**config.mk**
```make
export PLATFORM = sky130hd
export DESIGN_NAME = irrig_seq_ctrl
export DESIGN_NICKNAME = d
export VERILOG_FILES = /design/src/rtl/irrig_seq_ctrl.sv
export SDC_FILE = /design/constraint.sdc
export NUM_CORES = 1
export LEC_CHECK = 0
export CORE_AREA = 2 2 58 60
export CTS_BUF_LIST = sky130_fd_sc_hd__clkbuf_4 sky130_fd_sc_hd__clkbuf_8 sky130_fd_sc_hd__clkbuf_16
export DETAILED_ROUTE_END_ITERATION = 12
export DIE_AREA = 0 0 60 62
export HOLD_SLACK_MARGIN = 0.12
export SLEW_MARGIN = 15
export SYNTH_ARGS = -nofsm -noshare
export SYNTH_HDL_FRONTEND = slang
export SYNTH_SLANG_ARGS = --single-unit
```
**constraint.sdc**
```tcl
create_clock -name i_ck -period 1.8 [get_ports i_ck]
set_input_delay 0.18 -clock i_ck [delete_from_list [all_inputs] [get_ports i_ck]]
set_output_delay 0.18 -clock i_ck [all_outputs]
set_load 0.005 [all_outputs]
```
**src/rtl/irrig_seq_ctrl.sv**
```systemverilog
// rtl/irrig_seq_ctrl.sv - sequential irrigation valve controller (scan / load / run per channel)
module irrig_seq_ctrl #(
    parameter int NCH = 4,
    parameter int TW  = 4
) (
    input  logic                     i_ck,
    input  logic                     i_clr,
    input  logic                     i_start,
    input  logic                     i_abort,
    input  logic                     i_mode,
    input  logic [NCH-1:0]           i_sens,
    input  logic [NCH*TW-1:0]        i_dur,
    output logic [NCH-1:0]           o_valve,
    output logic                     o_busy,
    output logic                     o_done,
    output logic [$clog2(NCH)-1:0]   o_chan,
    output logic [TW-1:0]            o_remain
);

    localparam int CW = $clog2(NCH);

    typedef enum logic [2:0] {
        S_IDLE = 3'd0,
        S_SCAN = 3'd1,
        S_LOAD = 3'd2,
        S_RUN  = 3'd3,
        S_DONE = 3'd4
    } state_t;

    state_t          r_state;
    logic [CW-1:0]   r_chan;
    logic [TW-1:0]   r_timer;

    logic [TW-1:0]   w_dur_c;
    logic            w_last;
    logic            w_elig;
    logic            w_dry;
    logic            w_run_end;

    // Per-channel view of the current channel's inputs
    assign w_dur_c   = i_dur[r_chan*TW +: TW];
    assign w_last    = (r_chan == CW'(NCH - 1));
    assign w_elig    = (~i_mode | i_sens[r_chan]) & (w_dur_c != '0);
    assign w_dry     = i_mode & ~i_sens[r_chan];
    // A timer at or below 1 ends the channel, so a zero capture can never wrap
    assign w_run_end = (r_timer <= TW'(1)) | w_dry;

    // Sequencer: state, channel index and countdown timer
    always_ff @(posedge i_ck or negedge i_clr) begin
        if (!i_clr) begin
            r_state <= S_IDLE;
            r_chan  <= '0;
            r_timer <= '0;
        end else begin
            case (r_state)
                S_IDLE: begin
                    if (i_start) begin
                        r_state <= S_SCAN;
                        r_chan  <= '0;
                    end
                end
                S_SCAN: begin
                    if (i_abort) begin
                        r_state <= S_DONE;
                    end else if (w_elig) begin
                        r_state <= S_LOAD;
                    end else if (w_last) begin
                        r_state <= S_DONE;
                    end else begin
                        r_chan  <= r_chan + CW'(1);
                    end
                end
                S_LOAD: begin
                    if (i_abort) begin
                        r_state <= S_DONE;
                    end else begin
                        r_timer <= w_dur_c;
                        r_state <= S_RUN;
                    end
                end
                S_RUN: begin
                    if (i_abort) begin
                        r_state <= S_DONE;
                        r_timer <= '0;
                    end else if (w_run_end) begin
                        r_timer <= '0;
                        if (w_last) begin
                            r_state <= S_DONE;
                        end else begin
                            r_state <= S_SCAN;
                            r_chan  <= r_chan + CW'(1);
                        end
                    end else begin
                        r_timer <= r_timer - TW'(1);
                    end
                end
                S_DONE: begin
                    r_state <= S_IDLE;
                    r_chan  <= '0;
                    r_timer <= '0;
                end
                default: begin
                    r_state <= S_IDLE;
                    r_chan  <= '0;
                    r_timer <= '0;
                end
            endcase
        end
    end

    // Moore outputs decoded only from registered state, index and timer
    assign o_valve  = (r_state == S_RUN) ? (NCH'(1) << r_chan) : '0;
    assign o_busy   = (r_state != S_IDLE);
    assign o_done   = (r_state == S_DONE);
    assign o_chan   = r_chan;
    assign o_remain = (r_state == S_RUN) ? r_timer : '0;

endmodule

```
Yosys cells after proc, flatten, opt, wreduce, memory -nomap -nowiden
Cells that the tools add are included.

word-level totals
  bits in registers = 9
  input bits = 25
  output and inout bits = 12

cells by class
  add/subtract/negate cells = 2
  magnitude comparators = 2
  eq/ne operators = 13
  shifts and indexed selects = 2
  multiplexer cells = 24
  bitwise operators = 8
  reductions and logical operators = 7

operators with widths
  cell                   count
  $mux W3                8
  $mux W4                5
  $shiftx A16 B5 Y4      1
  $mux W2                6
  $ne A2 B2 Y1 const B   6
  $pmux W3 S4            1
  $pmux W4 S3            1
  $pmux W2 S4            1
  $eq A3 B2 Y1 const B   2
  $reduce_and A6 Y1      1
  $le A4 B1 Y1 const B   1
  $ne A4 B4 Y1 const B   1
  $not A1 Y1             4
  $reduce_bool A4 Y1     1
  $shl A1 B2 Y4 const A  1
  $sub A4 B1 Y4 const B  1
  $eq A3 B1 Y1 const B   1
  $eq A3 B3 Y1 const B   1
  $logic_not A3 Y1       1
  $lt A2 B3 Y1 const B   1
  $ne A3 B3 Y1 const B   1
  $reduce_and A3 Y1      1
  $reduce_bool A3 Y1     1
  $add A2 B1 Y2 const B  1
  7 further kinds        9

Logic depth before layout (Yosys ltp)
Gate-level depths: netlist (run 1).

  depth after elaboration = 8
  depth in mapped cells = 7

Worst setup path after synthesis (run 1)
OpenSTA, ideal clock, no wires.

  path type = flip-flop to flip-flop
  start = register r_chan[0], in the netlist o_chan[0]
  end = register r_chan[0], in the netlist o_chan[0]
  arrival time = 1,779 ps
  data required time = 1,657 ps
  path slack = -122 ps
  stages on the path, launching flop included = 7
  period minus slack after synthesis = 1,922 ps
  path through = dfrtp_1 -> buf_6 -> mux4_2 -> nor4_4 -> o311ai_2 -> a2bb2oi_2 -> o32ai_1

between the ends
  cells in the longest elaborated chain, start to end = 7
  elaborated cells on any way between the ends = 20
  classes of those cells = add/sub: 1; eq/ne: 3; shift: 1; mux: 8; bitwise: 5; reduce/logical: 2

ends and longest elaborated chain
  what                                                                       line  RTL
  start: declaration                                                         31    logic [CW-1:0] r_chan;
  start signal: assignment                                                   70    r_chan <= r_chan + CW'(1);
  start signal: assignment                                                   91    r_chan <= r_chan + CW'(1);
  parallel branches: the longest is 7 deep, another holds $shiftx A16 B5 Y4  --

Several ways; the timed one is not identified. The select of a mux whose other input is x is not followed.
A chain may end at the register's enable or synchronous reset.

Final worst setup path (run 1)
  start = register r_chan[0], in the netlist o_chan[0]
  end = register r_timer[2]

between the ends
  cells in the longest elaborated chain, start to end = 8
  elaborated cells on any way between the ends = 10
  classes of those cells = shift: 1; mux: 6; bitwise: 3

ends and longest elaborated chain
  what                           line  RTL
  $bmux W1 S2                    44    assign w_dry = i_mode & ~i_sens[r_chan];
  $mux W1 (not written as such)  44
  $not A1 Y1                     44
  $and A1 B1 Y1                  44
  $or A1 B1 Y1                   46    assign w_run_end = (r_timer <= TW'(1)) | w_dry;
  $mux W4                        85    end else if (w_run_end) begin
  $mux W4                        82    if (i_abort) begin
  $pmux W4 S3 (*)                55    case (r_state)
  end signal: assignment         77    r_timer <= w_dur_c;
  end signal: assignment         94    r_timer <= r_timer - TW'(1);
  end: declaration               32    logic [TW-1:0] r_timer;

Every way passes the cells marked *; elsewhere a longest branch is shown, timed or not. The select of a mux whose other input is x is not followed.

==> results.ini, run 1 <==
[global_routing]
first_global_vias=940
grt_max_degree=14
grt_pass1_wl_mm=4.42
overflow=0
antenna_found_initial=0
grt.total_usage_pct=16.0

[sta]
tightest_slew_ns=0.447
hold_viol_final=0
finalWorstSetupSlack_ns=-0.115
relSlewSlack_pct=70.1
setup_viol=12
min_period_ns=1.91
fmax_mhz=522
timing.hold.ws_ns=0.229
rsz0062_at_grt=true
slew_viol_final=0
fin_crit_sh_pct=106
fin_worst_skew_ns=0.00475

[synthesis]
yosysTopAreaCellShare_pct=25.1
ys_types=36
synthArstFlopShare_pct=100
synth.area.top_cells=dfrtp_1 25%, ha_1 8.4%, mux4_2 7.5%
syn_inst=92
synth-seq-area-share_pct=25.1
yosys.area.top_type=dfrtp_1
syn_nets=123
syn_area_um2=898
ys_top_cells_by_count=9 x and2_1, 9 x dfrtp_1, 8 x nand2_1
yosysWarnings=0
synth-seq-cells=9
syn_area_per_cell_um2=9.76
synth_edf_count=0
synthFlopType=dfrtp_1

[clock_tree]
clock_latency_ns=0.26
path_clk_slew_ns=0.07
clockRootBuffer=clkbuf_4
postCtsHoldBufs=0
cts_buffers=3
cts_tree=done
cts_buffer_depth=2
clock-sinks=9
htreeDepth=1

[power_and_ir_drop]
p_per_area_mw_per_mm2=808
leakage_nw=0.666
ir_drop_v=0.000369

[finish]
fin_nets=176
fillers=312
drive_above_1_share_pct=27.1
syn_to_final_growth_pct=61.6
antennaDiodeCount=0
utilization_pct=45.7

[route]
num_vias=901
drc=0
wl_per_cell_um=13.9
ant_nets=0
finalWirelength_mm=2.64
drt-pass1-iter-count=4
dr.first_iter.drc_count=36
via_per_inst=4.74

[worst_setup_path]
r2r_slack_ns=-0.11
cp_slowest_cell=mux4_2
crit_path_start_kind=flop
cp_slowest_stage_delay_ns=0.50
path_cells=buf_4 -> mux4_2 -> o32a_1 -> nand3b_4 -> o21ai_1 -> a22o_1
cp_max_fo=6
arrival_ns=2.06
reg2reg_from=o_chan[0]
worst_setup_path_end_kind=flop
path_class=flop to flop
reg2reg_to=r_timer[2]
reg2reg_depth=6
crit_required_ns=1.95

[placement]
gp_congestion=0.805
place_ws_ns=-0.225
io_buffers=36
place_hpwl_mm=2.04

[die]
die_h_um=62
core-area_mm2=0.00318
start_util_pct=28.3
dieWidth_um=60
die_area_mm2=0.00372
io_pins=37
rows=21

[run]
cap_violations=0

[hold_path]
hold_class=input pin to async pin

[run_status]
violations=negative setup slack
outcome=complete, but fails checks

## critical path: cells and delay by family, from the launching register on
family,cells,cell delay (ns)
AOI/OAI and AO/OA,3,0.57
muxes,1,0.50
DFF,1,0.45
buffers and inverters,1,0.14
and+or+nand+nor,1,0.14
## routing by layer
metal  vias to the layer above  track usage [%]  share of wire (%)
li1                        439                -                  -
met1                       439             18.6                 43
met2                        19             29.8                 53
met3                         4             4.35                3.6
met4                         0             2.86               0.95
met5                         -                0                  0
## flip-flops by register name, summed over array words and instances (netlist names)
name,cells
o_chan,2
r_timer,4
r_state,3
## cells in the final DEF (no fill, tap or decap), types with 5 or more instances in the layout
cell type and count:
nand2_1 8, nand2b_1 5, ha_1 5, clkdlybuf4s50_1 29, dfrtp_1 7, and2_1 9, nor2_1 5, buf_4 12
## how the worst max path moves through the flow
stage                     startpoint          to  slack, ns  cells past startpoint
after CTS                  o_chan[0]  o_valve[3]      -0.13                      4
final                      o_chan[0]  r_timer[2]      -0.11                      6
after global routing       o_chan[0]   o_chan[0]      -0.23                      5
after global placement     i_dur[12]   o_chan[0]      -0.18                      6
after detailed placement   i_dur[12]   o_chan[0]      -0.23                      6
after floorplan            o_chan[0]   o_chan[0]      -0.10                      6
## cells by family after synthesis
family / Yosys count / share of synthesized area (%)
AO/OA/AOI/OAI: 22 / 19.6
buffers and inverters: 10 / 6.27
flip-flops: 9 / 25.1
AND/OR/NAND/NOR: 39 / 26.3
adder cells (fa/ha/maj): 6 / 8.36
multiplexers: 5 / 13.4
XOR/XNOR: 1 / 0.975
## layout make-up
type	count	area (um^2)	share of cell area (%)
clock buffer	4	30.0	2.07
inverter	6	22.5	1.55
multi-input combinational	73	633	43.6
sequential	9	228	15.7
tap	46	57.6	3.97
timing repair buffer	52	480	33.1
## repair_timing
item / CTS / global route
cloned: 1 / 0
pin swaps: 2 / 0
resized for setup: 16 / 8
setup buffers: 4 / 3
endpoints found under the setup margin: 17 / 14
## report_power, final
group,switching (mW),total [mW],internal [mW],leakage [nW]
combinational,0.327,0.705,0.378,0.528
sequential,0.0471,0.293,0.245,0.119
clock,0.0743,0.175,0.101,0.0184
## stage by stage
stage | setup TNS [ns] | power (mW) | cell area (um^2) | cells
final | -0.969 | 1.17 | 1450 | 190
after global routing | -2.06 | 1.27 | 1450 | 190
after CTS | -1.05 | 1.17 | 1430 | 187
after detailed placement | -1.24 | 0.935 | 1350 | 178
after global placement | -1.13 | 0.929 | 1350 | 178
after floorplan | -0.383 | 0.717 | 907 | 92
Power figures use the tool's default switching activity.
==> run 2, diff against run 1 <==
CORE_AREA = 2 2 53 65   (was 2 2 58 60)
DIE_AREA = 0 0 55 67   (was 0 0 60 62)
SLEW_MARGIN = default   (was 15)
==> run 2 against run 1 <==
- the run still ends with negative setup slack left
- final cell count shrank 6.3%
- sequential power hardly changed
- combinational power increased by 2%
- non-clock buffer count decreased by 2
- register-to-register slack got worse by 0.03 ns
- total power increased by 0.55%
- flip-flop and latch count is the same
- maximum frequency is 1.8% lower
- hold slack lost 0.019 ns
- critical path type is now flop to output port
==> results.ini, run 2 (synthesized netlist as in run 1, its figures left out) <==
[route]
drt-pass1-iter-count=4  ; unchanged
finalWirelength_mm=2.59  ; -1.9%
dr.first_iter.drc_count=16  ; -56%
via_per_inst=5.08  ; +7.1%
ant_nets=0  ; unchanged
num_vias=904  ; +0.33%
drc=0  ; unchanged
wl_per_cell_um=14.6  ; +4.7%

[die]
die_h_um=67  ; +8.1%
start_util_pct=29.7  ; +1.4 points
die_area_mm2=0.00369  ; -0.94%
rows=22  ; +4.8%
io_pins=37  ; unchanged
core-area_mm2=0.00303  ; -4.8%
dieWidth_um=55  ; -8.3%

[worst_setup_path]
cp_slowest_stage_delay_ns=0.50  ; about the same
path_cells=buf_4 -> inv_2 -> ha_1 -> and2_1 -> clkdlybuf4s50_1
worst_setup_path_end_kind=output port
crit_required_ns=1.62  ; -0.33 ns
path_class=flop to output port
path_delay_family=buffers and inverters
crit_path_start_kind=flop
arrival_ns=1.77  ; -0.29 ns
cp_slowest_cell=clkdlybuf4s50_1
cp_max_fo=6  ; unchanged
critical_path_buf_inv_count=3  ; +2

[power_and_ir_drop]
leakage_nw=0.711  ; +6.7%
p_per_area_mw_per_mm2=811  ; +0.38%
swShare_pct=39.8  ; +1.6 points
p_seq_share_pct=25.1  ; about the same
pwr-share-comb_pct=60.7  ; +0.6 points
p_int_mw=0.710  ; -2.0%
ir_drop_v=0.000539  ; +46%
fin_total_pwr_mw=1.18  ; +0.55%
power_switching_mw=0.469  ; +4.6%
power_frac_clock_pct=14.1  ; -0.8 points

[finish]
regMostFlops=r_timer
mostFrequentLayoutCells=28 x clkdlybuf4s50_1, 13 x buf_4, 9 x and2_1
finalInstanceArea_mm2=0.00145  ; +0.17%
antennaDiodeCount=0  ; unchanged
drive_above_1_share_pct=24.6  ; -2.4 points
syn_to_final_growth_pct=61.8
layout_commonest_cell=clkdlybuf4s50_1
largest_reg_flops=4  ; unchanged
fin_nets=174  ; -1.1%

[sta]
finalWorstSetupSlack_ns=-0.149  ; -0.0344 ns
tightest_slew_ns=0.443  ; -0.00433 ns
fin_worst_skew_ns=0.0160  ; +0.0113 ns
hold_viol_final=0  ; unchanged
slew_viol_final=0  ; unchanged
fin_crit_sh_pct=108  ; +1.9 points
rsz0062_at_grt=true
fmax_mhz=513  ; -1.8%
fin_setup_tns_ns=-1.07  ; -0.103 ns
min_period_ns=1.95  ; +0.0344 ns
setup_viol=11  ; -1
relSlewSlack_pct=70.4  ; +0.29 points

[clock_tree]
clock_latency_ns=0.27  ; about the same
clock-sinks=9  ; unchanged
htreeDepth=1  ; unchanged
path_clk_slew_ns=0.08  ; about the same
cts_tree=done
clockRootBuffer=clkbuf_4
cts_buffer_depth=2  ; unchanged
cts_buffers=3  ; unchanged

[placement]
place_hpwl_mm=1.97  ; -3.6%
gp_congestion=0.789  ; -1.9%
io_buffers=36  ; unchanged
postPlaceCellArea_mm2=0.00134  ; -0.93%
place_ws_ns=-0.227  ; -0.00137 ns

[run_status]
violations=negative setup slack
outcome=complete, but fails checks

[global_routing]
overflow=0  ; unchanged
first_global_vias=940  ; unchanged
grt_pass1_wl_mm=4.33  ; -1.9%
antenna_found_initial=0  ; unchanged
grt.total_usage_pct=16.3  ; +0.29 points
grt_max_degree=14  ; unchanged

[hold_path]
hold_class=input pin to async pin

[run]
cap_violations=0  ; unchanged

run 2: what timing repair did:
action / in CTS / in global routing
cloned: 1 / 0
hold buffers: 0 / 0
setup buffers: 4 / 1
gates resized for setup: 10 / 11
setup endpoints to repair: 19 / 16
run 2: power groups by stage:
stage                     logic, mW  clock network, mW  registers [mW]
after floorplan               0.438                  0           0.279
after global placement        0.620                  0           0.302
after detailed placement      0.625                  0           0.305
after CTS                     0.678              0.168           0.294
after global routing          0.790              0.184           0.307
final                         0.716              0.166           0.296
run 2: layer usage:
metal	part of all wire, %	GRT usage, %
met4	0.69	4.88
met3	3.3	3.81
met5	0	0
met2	53	28.9
met1	43	18.7
run 2: cell type report:
| type | count | area [um^2] |
|---|---|---|
| clock buffers | 3 | 22.5 |
| clock inverters | 1 | 5.00 |
| fillers | 308 | 1570 |
| inverters | 6 | 22.5 |
| multi-input cells | 73 | 652 |
| flip-flops and latches | 9 | 229 |
| well taps | 36 | 45.0 |
| repair buffers | 50 | 478 |
run 2: path summary, 6_finish.rpt:
path,slack (ns),from,end,cells after the start
min in group i_ck,0.60,r_timer[1],r_timer[1],1
hold / removal,0.21,i_clr,o_chan[0],1
setup reg to reg,-0.14,o_chan[0],o_chan[0],5
setup / recovery,-0.15,o_chan[0],o_valve[0],5
hold reg to reg,0.60,r_timer[1],r_timer[1],1
max in group asynchronous,1.26,i_clr,r_state[1],1
run 2: per-stage QoR:
step / std cells / hold WS (ns) / util, %
after floorplan: 92 / -0.116 / -
after global placement: 168 / 0.515 / 44.2
after detailed placement: 168 / 0.520 / 44.2
after CTS: 177 / 0.226 / 46.4
after global routing: 178 / 0.249 / 48.0
final: 178 / 0.210 / 48.0
==> run 3, diff against run 2 <==
ABC_AREA = 1   (was default)
CORE_AREA = 2 2 49 60   (was 2 2 53 65)
DIE_AREA = 0 0 51 62   (was 0 0 55 67)
PLACE_DENSITY = 0.73   (was default)
==> run 3 against run 2 <==
- the run now ends clean
- critical endpoint is now o_remain[0]
- synthesized area is 8.2% higher
- clock skew decreased by 0.014 ns
- worst setup slack better by 0.21 ns
- maximum frequency increased by 12%
- hold slack better by 0.023 ns
- flip-flop and latch count stayed put
- largest power group unchanged
- critical path depth did not move
==> results.ini, run 3 <==
[finish]
layout_commonest_cell=nand2_1
multiInputGateArea_um2=644  ; -1.2%
fin_nets=228  ; +31%
finalInstanceArea_mm2=0.00148  ; +1.9%
largest_reg_flops=4  ; unchanged
mostFrequentLayoutCells=53 x nand2_1, 30 x clkdlybuf4s50_1, 17 x inv_1
antennaDiodeCount=0  ; unchanged
drive_above_1_share_pct=19.9  ; -4.7 points
fin_cells=230  ; +29%
syn_to_final_growth_pct=52.4
fillers=249  ; -19%
regMostFlops=r_timer
regArea_um2=229  ; unchanged

[route]
via_per_inst=4.66  ; -8.3%
dr.first_iter.drc_count=31  ; +15
drc=0  ; unchanged
finalWirelength_mm=2.63  ; +1.5%
num_vias=1071  ; +18%
wl_per_cell_um=11.4  ; -21%
ant_nets=0  ; unchanged
drt-pass1-iter-count=4  ; unchanged

[synthesis]
synth_top_family_by_area=simple AND/OR/NAND/NOR gates
ys_types=27  ; -25%
synth_most_common_cell=nand2_1
syn_inst=148  ; +61%
synth-simple-area-share_pct=48.0  ; +22 points
syn_area_um2=972  ; +8.2%
synth_edf_count=0  ; unchanged
synth_mux_area_share_pct=0  ; -13 points
synth_compound_area_share_pct=8.49  ; -11 points
synthAdderAreaFrac_pct=7.72  ; -0.63 points
synthFlopType=dfrtp_1
synth-seq-area-share_pct=23.2  ; -1.9 points
synthArstFlopShare_pct=100  ; unchanged
synth-seq-cells=9  ; unchanged
synth.area.top_cells=dfrtp_1 23%, nand2_1 20%, ha_1 7.7%
syn_area_per_cell_um2=6.57  ; -33%
syn_nets=179  ; +46%
synth-xor-area-share_pct=1.80  ; +0.83 points
yosys.area.top_type=dfrtp_1
ys_top_cells_by_count=53 x nand2_1, 18 x inv_1, 13 x nand3_1, 13 x nor2_1, 9 x dfrtp_1
yosysTopAreaCellShare_pct=23.2  ; -1.9 points
yosysWarnings=0  ; unchanged

[clock_tree]
cts_tree=done
clockRootBuffer=clkbuf_4
clock-sinks=9  ; unchanged
cts_buffers=3  ; unchanged
cts_buffer_depth=2  ; unchanged
postCtsHoldBufs=0  ; unchanged
clock_latency_ns=0.25  ; -0.02 ns
htreeDepth=1  ; unchanged
path_clk_slew_ns=0.06  ; -0.02 ns

[worst_setup_path]
cp_max_fo=9  ; +3
arrival_ns=1.56  ; -0.21 ns
crit_required_ns=1.62  ; about the same
crit_path_start_kind=flop
worst_setup_path_end_kind=output port
path_class=flop to output port

[placement]
place_ws_ns=0.204  ; +0.431 ns
gp_congestion=0.748  ; -5.2%
place_hpwl_mm=2.06  ; +4.7%
postPlaceCellArea_mm2=0.00137  ; +2.1%
place_inst=218  ; +30%
io_buffers=36  ; unchanged

[sta]
tightest_slew_ns=0.438  ; -0.00468 ns
setup_viol=0  ; -11
fin_crit_sh_pct=96.5  ; -12 points
fmax_mhz=576  ; +12%
hold_viol_final=0  ; unchanged
slew_viol_final=0  ; unchanged
min_period_ns=1.74  ; -0.212 ns
finalWorstSetupSlack_ns=0.0627  ; +0.212 ns
relSlewSlack_pct=70.7  ; +0.31 points
fin_worst_skew_ns=0.00220  ; -0.0138 ns

[die]
die_h_um=62  ; -7.5%
io_pins=37  ; unchanged
rows=21  ; -4.5%
core-area_mm2=0.00265  ; -12%
dieWidth_um=51  ; -7.3%
die_area_mm2=0.00316  ; -14%
start_util_pct=36.6  ; +7.0 points

[power_and_ir_drop]
ir_drop_v=0.000604  ; +12%
leakage_nw=0.825  ; +16%
p_per_area_mw_per_mm2=1170  ; +45%

[global_routing]
grt.total_usage_pct=18.3  ; +2.0 points
first_global_vias=1052  ; +12%
antenna_found_initial=0  ; unchanged
grt_max_degree=12  ; -2
overflow=0  ; unchanged
grt_pass1_wl_mm=4.40  ; +1.6%

[run]
cap_violations=0  ; unchanged

[run_status]
outcome=complete, no violations

[hold_path]
hold_class=input pin to async pin

==> run 3: stage by stage <==
step	power, mW	util, %	hold WS (ns)	TNS (ns)
floorplan	1.19	-	-0.116	0
global placement	1.44	51.5	0.468	0
detailed placement	1.48	51.5	0.477	0
CTS	1.71	53.9	0.238	0
global route	1.94	55.8	0.257	-0.00411
finish	1.74	55.8	0.233	0
==> run 3: critical path, cell delays in order (launching register included) <==
cell and delay [ns]:
dfrtp_1 0.37, inv_2 0.06, nor2_4 0.14, nand2_4 0.11
nor2_1 0.11, clkdlybuf4s50_1 0.51
==> run 3: area by class of cell <==
class	count	share of cell area (%)
Multi-Input combinational cell	116	43.5
Inverter	20	5.24
Tap cell	34	2.87
Timing Repair Buffer	47	30.9
Clock buffer	4	2.03
Sequential cell	9	15.5
==> run 3: worst paths after layout <==
path,depth (start not counted),to,from,slack (ns)
max,5,o_remain[0],r_state[0],0.06
min,1,r_timer[1],i_clr,0.23
max reg2reg,12,r_state[2],o_chan[0],0.19
min reg2reg,2,r_timer[1],r_timer[1],0.49
max in group asynchronous,1,r_state[1],i_clr,1.24
min in group i_ck,2,r_timer[1],r_timer[1],0.49
==> run 3: report_power, final <==
group | switching (mW) | internal [mW] | total, mW
sequential | 0.101 | 0.283 | 0.384
clock | 0.0700 | 0.100 | 0.170
combinational | 0.653 | 0.533 | 1.19
==> run 3: kinds of logic after synthesis <==
logic type | Yosys count
XOR/XNOR | 2
flip-flops | 9
AND/OR/NAND/NOR | 97
AO/OA/AOI/OAI | 11
buffers and inverters | 23
adder cells (fa/ha/maj) | 6
==> run 3: repair_timing <==
item / CTS / global route
resized for setup: 2 / 10
buffers inserted: 4 / 4
pin swaps: 1 / 0
endpoints found under the setup margin: 8 / 9
==> run 3: per-layer routing <==
layer / routed length [um] / up-vias / track usage (%)
li1: - / 561 / -
met1: 1100 / 474 / 20.3
met2: 1340 / 34 / 35.3
met3: 171 / 2 / 2.87
met4: 17 / 0 / 6.95
met5: 0 / - / 0
